`src/rtl/hash_msg_feeder.sv`:
```
// Byte-stream front end for the 4-byte hash core: packs bytes into blocks with 10* padding,
// issues them one at a time and chains each block digest into the next block's IV.
module hash_msg_feeder #(
  parameter logic [31:0] IV0   = 32'h0123_4567,
  parameter int          CNT_W = 16
) (
  input  logic                  clk,
  input  logic                  rst,
  input  logic                  in_valid,
  output logic                  in_ready,
  input  logic [7:0]            in_data,
  input  logic                  in_last,
  output logic                  core_start,
  output logic [0:3][7:0]       core_m,
  output logic [0:3][7:0]       core_iv,
  input  logic [0:3][7:0]       core_d,
  input  logic                  core_done,
  output logic                  dig_valid,
  input  logic                  dig_ready,
  output logic [0:3][7:0]       dig,
  output logic [CNT_W-1:0]      blk_cnt
);

  typedef enum logic [1:0] {ST_COLLECT, ST_ISSUE, ST_WAIT, ST_OUT} state_t;

  state_t           state_q, state_d;
  logic [1:0]       idx_q, idx_d;
  logic [0:3][7:0]  blk_q, blk_d;
  logic [0:3][7:0]  chain_q, chain_d;
  logic [0:3][7:0]  core_m_q, core_iv_q;
  logic [CNT_W-1:0] blk_cnt_q, blk_cnt_d;
  logic             final_q, final_d;
  logic             pad_blk_q, pad_blk_d;

  // NOTE: sequential state uses non-blocking assignments only, so every register
  // samples the values of the previous cycle regardless of statement order.
  always_ff @(posedge clk) begin
    if (rst) begin
      state_q   <= ST_COLLECT;
      idx_q     <= '0;
      blk_q     <= '0;
      chain_q   <= IV0;
      blk_cnt_q <= '0;
      final_q   <= 1'b0;
      pad_blk_q <= 1'b0;
      core_m_q  <= '0;
      core_iv_q <= IV0;
    end else begin
      state_q   <= state_d;
      idx_q     <= idx_d;
      blk_q     <= blk_d;
      chain_q   <= chain_d;
      blk_cnt_q <= blk_cnt_d;
      final_q   <= final_d;
      pad_blk_q <= pad_blk_d;
      // Core operands are captured on entry to ISSUE so they stay put while chain updates on done.
      if (state_d == ST_ISSUE && state_q != ST_ISSUE) begin
        core_m_q  <= blk_d;
        core_iv_q <= chain_d;
      end
    end
  end

  // NOTE: every signal assigned here gets a default first, so no path leaves one
  // unassigned and no latch is inferred.
  always_comb begin
    state_d   = state_q;
    idx_d     = idx_q;
    blk_d     = blk_q;
    chain_d   = chain_q;
    blk_cnt_d = blk_cnt_q;
    final_d   = final_q;
    pad_blk_d = pad_blk_q;
    unique case (state_q)
      ST_COLLECT: begin
        if (in_valid) begin
          blk_d[idx_q] = in_data;
          idx_d        = idx_q + 2'd1;
          if (in_last && idx_q == 2'd3) begin
            pad_blk_d = 1'b1;
            final_d   = 1'b0;
            state_d   = ST_ISSUE;
          end else if (in_last) begin
            for (int i = 0; i < 4; i++) begin
              if (i == int'(idx_q) + 1)     blk_d[i[1:0]] = 8'h80;
              else if (i > int'(idx_q) + 1) blk_d[i[1:0]] = 8'h00;
            end
            final_d = 1'b1;
            state_d = ST_ISSUE;
          end else if (idx_q == 2'd3) begin
            final_d = 1'b0;
            state_d = ST_ISSUE;
          end
        end
      end
      ST_ISSUE: state_d = ST_WAIT;
      ST_WAIT: begin
        if (core_done) begin
          chain_d   = core_d;
          blk_cnt_d = blk_cnt_q + 1'b1;
          if (final_q) begin
            state_d = ST_OUT;
          end else if (pad_blk_q) begin
            blk_d     = 32'h8000_0000;
            pad_blk_d = 1'b0;
            final_d   = 1'b1;
            state_d   = ST_ISSUE;
          end else begin
            idx_d   = '0;
            state_d = ST_COLLECT;
          end
        end
      end
      ST_OUT: begin
        if (dig_ready) begin
          chain_d   = IV0;
          blk_cnt_d = '0;
          idx_d     = '0;
          blk_d     = '0;
          final_d   = 1'b0;
          state_d   = ST_COLLECT;
        end
      end
      default: state_d = ST_COLLECT;
    endcase
  end

  always_comb begin
    in_ready   = !rst && (state_q == ST_COLLECT);
    core_start = !rst && (state_q == ST_ISSUE);
    dig_valid  = !rst && (state_q == ST_OUT);
  end

  assign core_m  = core_m_q;
  assign core_iv = core_iv_q;
  assign dig     = chain_q;
  assign blk_cnt = blk_cnt_q;

endmodule

```
`config.mk`:
```
export PLATFORM = sky130hd
export DESIGN_NAME = hash_msg_feeder
export DESIGN_NICKNAME = d
export VERILOG_FILES = /design/src/rtl/hash_msg_feeder.sv
export SDC_FILE = /design/constraint.sdc
export NUM_CORES = 1
export LEC_CHECK = 0
export CAP_MARGIN = 20
export CORE_UTILIZATION = 48
export DETAILED_ROUTE_END_ITERATION = 7
export PLACE_DENSITY = 0.9
export REMOVE_ABC_BUFFERS = 1
export SLEW_MARGIN = 5
export SYNTH_ARGS = -nofsm -noshare
export SYNTH_HDL_FRONTEND = slang
export SYNTH_SLANG_ARGS = --single-unit
```
`constraint.sdc`:
```
create_clock -name clk -period 2.8 [get_ports clk]
set_clock_uncertainty 0.1 [all_clocks]
set_input_delay 0.42 -clock clk [delete_from_list [all_inputs] [get_ports clk]]
set_output_delay 0.42 -clock clk [all_outputs]
set_load 0.03 [all_outputs]
```
==> results of run 1 <==
[report_power, final]
| part | total, mW | internal, mW | switching (mW) |
|---|---|---|---|
| clock | 2.40 | 1.50 | 0.907 |
| combinational | 1.12 | 0.443 | 0.673 |
| sequential | 2.37 | 2.27 | 0.100 |
| total | 5.89 | 4.21 | 1.68 |
[synthesized netlist by cell type (7+ instances only)]
| master | number | area, µm² |
|---|---|---|
| a211oi_2 | 20 | 250 |
| a21oi_1 | 45 | 225 |
| a22oi_1 | 38 | 285 |
| a31oi_1 | 16 | 100 |
| buf_2 | 18 | 90.1 |
| clkbuf_1 | 23 | 86.3 |
| dfxtp_1 | 150 | 3000 |
| ha_1 | 9 | 113 |
| inv_1 | 7 | 26.3 |
| nand2_1 | 48 | 180 |
| nor2_1 | 78 | 293 |
| o211ai_1 | 17 | 128 |
| o21ai_0 | 52 | 260 |
| o22ai_1 | 12 | 75.1 |
[final timing paths]
check / slack [ns] / to / depth (start not counted)
worst max-delay path: 0.17 / in_ready / 3
worst min register to register: 0.39 / core_iv[2]$_SDFFE_PP1P_ / 2
worst min-delay path: 0.19 / state_q[1]$_SDFF_PP0_ / 2
worst max register to register: 0.38 / core_m[12]$_SDFFE_PP0P_ / 6
[cell families after synthesis]
family	count (synthesis)	share of synthesized area (%)
AOI/OAI and AO/OA	230	26.8
and+or+nand+nor	171	13.5
DFF	150	51.5
buffers and inverters	55	4.37
adders and majority gates	9	1.93
xor gates and xnor gates	6	0.901
muxes	5	0.944
[stage by stage]
stage	power, mW	instance area, µm²	cells	hold WS [ns]	utilization [%]
after global routing	6.11	8160	928	0.199	70.2
after global placement	3.47	7520	896	0.360	64.8
after CTS	5.92	8160	928	0.187	70.2
final	5.89	8160	928	0.188	70.2
after floorplan	3.03	5610	578	0.358	-
after detailed placement	3.51	7520	896	0.374	64.8
[area by class of cell]
| type | count | area share (%) |
|---|---|---|
| clock buffer | 17 | 5.21 |
| clock inverter | 15 | 2.52 |
| inverter | 7 | 0.322 |
| multi-input combinational | 421 | 31.7 |
| sequential | 150 | 36.8 |
| tap | 143 | 2.19 |
| timing repair buffer | 175 | 21.3 |
[sequential cells by signal, summed over array words and instances (netlist names)]
register / flops
core_m: 32
state_q: 2
blk_q: 32
pad_blk_q: 1
idx_q: 2
blk_cnt: 16
core_iv: 32
dig: 32
final_q: 1
[worst max-delay path, delay by kind of cell, from the launching register on]
kind	cells	cell delay [ns]
buffers and inverters	1	0.71
DFF	1	0.42
and+or+nand+nor	2	0.56
[per-layer routing]
metal / vias to the layer above / share of wire, % / global-route usage (%)
li1: 2569 / - / -
met1: 2610 / 40 / 31.2
met2: 273 / 49 / 45.5
met3: 51 / 7.6 / 5.94
met4: 0 / 3.4 / 13.7
met5: - / 0 / 0
==> run metrics, run 1 <==
FILL cells 849; share of flip-flops with an asynchronous set or reset 0%; Worst EP arrival 2.11 ns; Mean Syn Cell Area 9.32 µm²; number of global-route vias before repair 5478; TritonCTS clock tree done; Routed WL 16500 µm; row cnt 39; crit path launch type flip-flop; setup ws final 0.166 ns; Setup crit end kind primary output; violated checks DRC; max cap viols 0; slowest cell on the critical path clkdlybuf4s50_1; die area 12600 µm²; Cell variety after synth 53; Hold Path Class in -> reg; CP max stage delay 0.71 ns; via count 5503; # H-tree levels 4; Crit Path Max Fanout 21; outcome finished with violations; Ys Warns 0; min-delay src rst; Initial Util 50.2%; register area 3010 µm²; Least-Margin Pin Slew 0.939 ns; commonest non-fill, non-tap cell in the layout clkdlybuf4s50_1; Post-DP HPWL 11300 µm; Pwr Density 722 nW/µm²; Avg WL per Cell 17.8 µm; Clk Latency, worst-skew pair 0.42 ns; final count of negative-setup-slack endpoints 0; DRC 13; crit share post-route approximately 94%; RSZ-0062 raised after global routing no; CP required between 2 and 2.5 ns; Leak slightly below 3 nW; total CTS buffers 17; grt ovf 0; max frequency 0.380 GHz; worst vdd ir 0.000510 V; first-pass GRT wire length around 27000 µm; die width 112 µm; Slew Limit Fails 0; post-route ant nets 0; Area growth syn-to-layout 39.8%; core area 11600 µm²; ys flop type dfxtp_1; commonest non-fill, non-tap cells in the layout clkdlybuf4s50_1 (159), dfxtp_1 (148), nor2_1 (77), o21ai_0 (52), nand2_1 (48); layout cells sized above 1 10.3%; post_cts resized 0; minimum clock period 2.63 ns; DP Worst Slack 0.149 ns; register bit count reported by yosys 150; I/O pins 161; Die Height approximately 110 µm; pin count of the biggest net entering global routing 78; largest buffer count on any clock path 2; post-CTS setup buffer count 0; worst path cell trace or2_1 -> nor2_1 -> clkdlybuf4s50_1; CTS Hold Bufs 0; gpl congestion 0.867; clk slew on worst S/H paths 0.06 ns; n_diodes 0; register area share after synthesis 51.5%; number of flops mapped to enable cells by yosys 0; Synth Cell Area 5830 µm²; CP startpoint state_q[1]$_SDFF_PP0_; critical path type reg -> out; total track usage 26.5%; 1st-pass router iterations 8; post-detailed-route via-to-cell ratio 5.93; final hold viol count 0; Reg-to-Reg Start idx_q[0]$_SDFFE_PP0P_; # port buffers 160; multi-input logic area between 2000 and 3000 µm²; Iter 0 DRT Violations around 430; root buffer cell clkbuf_16; Setup TNS 0 ns; Mapped Cells 626; Slew HR 37.3%; initial antenna violation count 0; nets 827; clock sink count 150
No activity file was read; power rests on OpenSTA's default activity.
==> inputs of run 2 (changes only) <==
Settings changed: CORE_UTILIZATION 48 to 36, PLACE_DENSITY 0.9 to 0.75.
Clock period 2.8 ns to 2.3 ns, I/O delays scaled along.
==> run 2 against run 1 <==
Against the previous run: the run now ends clean; power grew 21%; sequential cell count is the same; die area up 33%; non-clock buffer count is 22 higher; sequential share of layout area is 1.0 points lower; first-iteration DRC count shrank 11%; setup slack better by 0.065 ns; combinational power up 30%; clock power grew 16%; via count shrank 2.8%; global-route usage is 7.0 points lower; count of clock-buffer cells in the layout increased by 3; highest routed layer unchanged.
==> run metrics, run 2 (synthesis gave the netlist of run 1 again) <==
outcome completed (was finished with violations); post-detailed-route via-to-cell ratio 5.23 (was 5.93); worst path cell trace inv_1 -> ha_1 -> nor4bb_1 -> buf_4 -> nor2_1 -> a21oi_1 -> a211oi_2 (was or2_1 -> nor2_1 -> clkdlybuf4s50_1); critical path type reg -> reg (was reg -> out); Worst Hold End blk_cnt[1]$_SDFFE_PP0P_ (was state_q[1]$_SDFF_PP0_); Worst EP arrival 2.24 ns (was 2.11 ns); Setup crit end kind flip-flop (was primary output); post-route ant nets 0 (unchanged); Min Hold Slack 0.0928 ns (was 0.188 ns); Leak 3.07 nW (was 2.96 nW); commonest non-fill, non-tap cells in the layout clkdlybuf4s50_1 (156), dfxtp_1 (149), nor2_1 (78), o21ai_0 (52), nand2_1 (48) (was clkdlybuf4s50_1 (159), dfxtp_1 (148), nor2_1 (77), o21ai_0 (52), nand2_1 (48)); clock sink count 150 (unchanged); CP startpoint idx_q[0]$_SDFFE_PP0P_ (was state_q[1]$_SDFF_PP0_); FILL cells 1420 (was 849); 1st-pass router iterations 5 (was 8); Placed Cells 991 (was 896); total track usage 19.5% (was 26.5%); number of global-route vias before repair 5039 (was 5478); final hold viol count 0 (unchanged); post-CTS setup buffer count 0 (unchanged); grt ovf 0 (unchanged); minimum clock period approximately 2.1 ns; CTS Hold Bufs 0 (unchanged); Die Height 129 µm (was 112 µm); Area growth syn-to-layout 43.9% (was 39.8%); n_diodes 0 (unchanged); die width 129 µm (was 112 µm); core area 15800 µm² (was 11600 µm²); Area after DPL 7810 µm² (was 7520 µm²); Initial Util 36.9% (was 50.2%); post-route cell area 8390 µm² (was 8160 µm²); max frequency 0.483 GHz; commonest non-fill, non-tap cell in the layout clkdlybuf4s50_1 (unchanged); initial antenna violation count 0 (unchanged); largest buffer count on any clock path 2 (unchanged); Slew HR 38.3% (was 37.3%); Reg2Reg Setup Slack 0.23 ns (was 0.38 ns); Routed WL 16000 µm (was 16500 µm); first-pass GRT wire length 25400 µm (was 26700 µm); Tot Pwr 7.11 mW (was 5.89 mW); Post-DP HPWL 11000 µm (was 11300 µm); # port buffers 160 (unchanged); Crit Path Max Fanout 8 (was 21); non-filler cells, final 1023 (was 928); I/O pins 161 (unchanged); slowest cell on the critical path nor4bb_1 (was clkdlybuf4s50_1); layout cells sized above 1 12.3% (was 10.3%); worst reg2reg endpoint core_m[31]$_SDFFE_PP0P_ (was core_m[12]$_SDFFE_PP0P_); die area 16700 µm² (was 12600 µm²); Pwr Density 847 nW/µm² (was 722 nW/µm²); min-delay src rst (unchanged); Avg WL per Cell 15.6 µm (was 17.8 µm); max cap viols 0 (unchanged); Reg-to-Reg Start idx_q[0]$_SDFFE_PP0P_ (unchanged); total CTS buffers 17 (unchanged); CP max stage delay 0.38 ns (was 0.71 ns); RSZ-0062 raised after global routing no (unchanged); Hold Path Class in -> reg (unchanged); crit path launch type flip-flop (unchanged); pin count of the biggest net entering global routing 79 (was 78); clk slew on worst S/H paths 0.06 ns (about the same); CP required 2.47 ns (was 2.28 ns); hold path depth 2 (unchanged); Least-Margin Pin Slew 0.926 ns (was 0.939 ns); Setup TNS 0 ns (unchanged); TritonCTS clock tree done (unchanged); final count of negative-setup-slack endpoints 0 (unchanged); root buffer cell clkbuf_16 (unchanged); nets 849 (was 827); DRC 0 (was 13); via count 5350 (was 5503); row cnt 46 (was 39); Slew Limit Fails 0 (unchanged); Clk Latency, worst-skew pair 0.43 ns (was 0.42 ns); worst r2r path cells 7 (was 6); Iter 0 DRT Violations 383 (was 428); gpl congestion 0.798 (was 0.867); worst vdd ir 0.000531 V (was 0.000510 V); crit share post-route 90.0%; # H-tree levels 4 (unchanged)
-- run 2: cell count changes in the layout (fill, tap and decap cells not counted), sizes merged, moves of 3 or more --
cell           delta
clkdlybuf4s50     -3
clkinv            -4
buf              +22
dlygate4sd2       +3
inv               +3
clkbuf            +3
-- run 2: how the worst max path moves through the flow --
stage | endpoint | slack (ns) | cells after the start
2_1_floorplan | core_iv[11]$_SDFFE_PP0P_ | -0.12 | 4
3_3_place_gp | blk_cnt[15]$_SDFFE_PP0P_ | 0.03 | 5
3_5_place_dp | blk_cnt[15]$_SDFFE_PP0P_ | -0.02 | 5
4_1_cts | core_m[31]$_SDFFE_PP0P_ | 0.18 | 7
5_1_grt | core_m[14]$_SDFFE_PP0P_ | 0.03 | 7
6_report | core_m[31]$_SDFFE_PP0P_ | 0.23 | 7
-- run 2: critical path, delay by kind of cell (launching register included) --
family                     cells  cell delay, ns
buffers and inverters          2            0.43
and+or+nand+nor                2            0.43
DFF                            1            0.36
AOI/OAI and AO/OA              2            0.31
adders and majority gates      1            0.27
-- run 2: metal layers --
metal	up-vias	global-route usage [%]	wire length, µm
met4	0	8.79	347
met3	29	4.71	1130
met2	182	31.7	7540
met1	2518	24.5	6980
li1	2621	-	-
met5	-	0	0
-- run 2: area by class of cell --
type / count / area [µm²] / area share [%]
inverters: 7 / 26.3 / 0.313
well taps: 216 / 270 / 3.22
flip-flops and latches: 150 / 3000 / 35.8
clock inverters: 12 / 143 / 1.70
clock buffers: 20 / 447 / 5.32
multi-input cells: 421 / 2580 / 30.7
repair buffers: 197 / 1920 / 22.9
-- run 2: what timing repair did --
| action | CTS | global route |
|---|---|---|
| setup endpoints to repair | 3 | 9 |
| resized for setup | 3 | 1 |
| pin swaps | 0 | 0 |
-- run 2: stage by stage --
step,worst slack [ns],utilization (%)
floorplan,-0.120,-
global placement,0.0319,49.3
detailed placement,-0.0213,49.3
CTS,0.184,53.0
global route,0.0335,53.0
finish,0.231,53.0
-- run 2: where the power goes --
part / leakage [nW] / switching (mW) / internal (mW)
Clock: 0.280 / 1.14 / 1.64
Sequential: 1.22 / 0.101 / 2.77
Combinational: 1.57 / 0.841 / 0.619
Total: 3.07 / 2.08 / 5.03
==> variant: new RTL, config.mk and constraints of run 1 <==
The 4 states of `state_t` get a Gray code encoding in 2 bits.
--- a/src/rtl/hash_msg_feeder.sv
+++ b/src/rtl/hash_msg_feeder.sv
@@ -22,5 +22,5 @@
 );
 
-  typedef enum logic [1:0] {ST_COLLECT, ST_ISSUE, ST_WAIT, ST_OUT} state_t;
+  typedef enum logic [1:0] {ST_COLLECT = 2'b00, ST_ISSUE = 2'b01, ST_WAIT = 2'b11, ST_OUT = 2'b10} state_t;
 
   state_t           state_q, state_d;
Behaviour: same outputs for any inputs over 4 cycles, from zero or initial values and one cycle with rst high; so few cycles prove little.
==> variant against run 1 <==
Synthesized cell count up 11%. Worst setup slack better by 0.012 ns. Sequential cell count unchanged. Power up 0.87%. Synthesized area up 9.1%. Wire length down 2.7%. Cell area up 6.6%. Critical path type unchanged. Register-to-register slack better by 0.15 ns. Utilization down 2.2 points.
==> variant: results (changes against run 1) <==
| Metric | Value |
|---|---|
| Number of global-route vias before repair | 5321 (was 5478) |
| Largest net degree at the start of global routing | 87 (was 78) |
| Status | finished, final reports clean (was finished, violations left) |
| XOR/XNOR Fraction of Synth Area | 1.79% (was 0.901%) |
| Signal inverters | 27 (was 7) |
| Gpl congestion | 0.849 (was 0.867) |
| Sequential share of the synthesized area | 47.2% (was 51.5%) |
| DRT Pass-1 Iters | 5 (was 8) |
| Met1 wire length | 7.02 mm (was 6.65 mm) |
| Nets | 899 (was 827) |
| Mapped Cells | 695 (was 626) |
| Area after DPL | 0.00807 mm² (was 0.00752 mm²) |
| Vias/cell | 5.43 (was 5.93) |
| Most area-consuming cells after synthesis | dfxtp_1 47%, a211oi_2 10%, nor2_1 7.5%, a22oi_1 5.8%, nand2_1 4.1% (was dfxtp_1 51%, nor2_1 5.0%, a22oi_1 4.9%, o21ai_0 4.5%, a211oi_2 4.3%) |
| Reg power frac | 39.7% (was 40.3%) |
| Met3 wire length | 859 µm (was 1.26 mm) |
| Clock buffers | 19 (was 17) |
| Multi-input combinational area share | 34.2% (was 31.7%) |
| Residual DRC | 0 (was 13) |
| Internal | 0.00427 W (was 0.00421 W) |
| Synth Area in Compound Gates | 23.2% (was 26.8%) |
| Routed vias | 5583 (was 5503) |
| FF-to-FF path depth | 7 (was 6) |
| Share of layout cells above drive strength 1 | 14.5% (was 10.3%) |
| First-pass GRT wire length | 25.7 mm (was 26.7 mm) |
| VDD IR max | 0.456 mV (was 0.510 mV) |
| Worst-path maximum fanout | 7 (was 21) |
| DR iter-0 viols | 467 (was 428) |
| Fillers | 951 (was 849) |
| Grt met1 use | 30.6% (was 31.2%) |
| Met2 routed WL | 7.68 mm (was 8.05 mm) |
| Post-synthesis mux area share | 0.550% (was 0.944%) |
==> variant: per-stage QoR <==
step / utilization (%) / setup WS (ns) / hold slack [ns]
after floorplan: - / -2.65 / 0.376
after global placement: 63.2 / 0.316 / 0.390
after detailed placement: 63.2 / 0.231 / 0.403
after CTS: 68.1 / 0.179 / 0.275
after global routing: 68.1 / 0.0884 / 0.288
final: 68.1 / 0.178 / 0.288
==> variant: final timing paths <==
check	to	slack, ns
setup / recovery	dig_valid	0.18
hold / removal	dig[19]	0.29
setup reg to reg	core_m[12]	0.53
hold reg to reg	blk_q[22]	0.42
==> variant: cell families (layout without fill, tap and decap cells) <==
| family | after synthesis | in the layout |
|---|---|---|
| AO/OA/AOI/OAI | 172 | 172 |
| multiplexers | 3 | 3 |
| flip-flops | 150 | 150 |
| buffers and inverters | 76 | 237 |
| XOR/XNOR | 13 | 13 |
| adder cells (fa/ha/maj) | 9 | 9 |
| AND/OR/NAND/NOR | 272 | 272 |
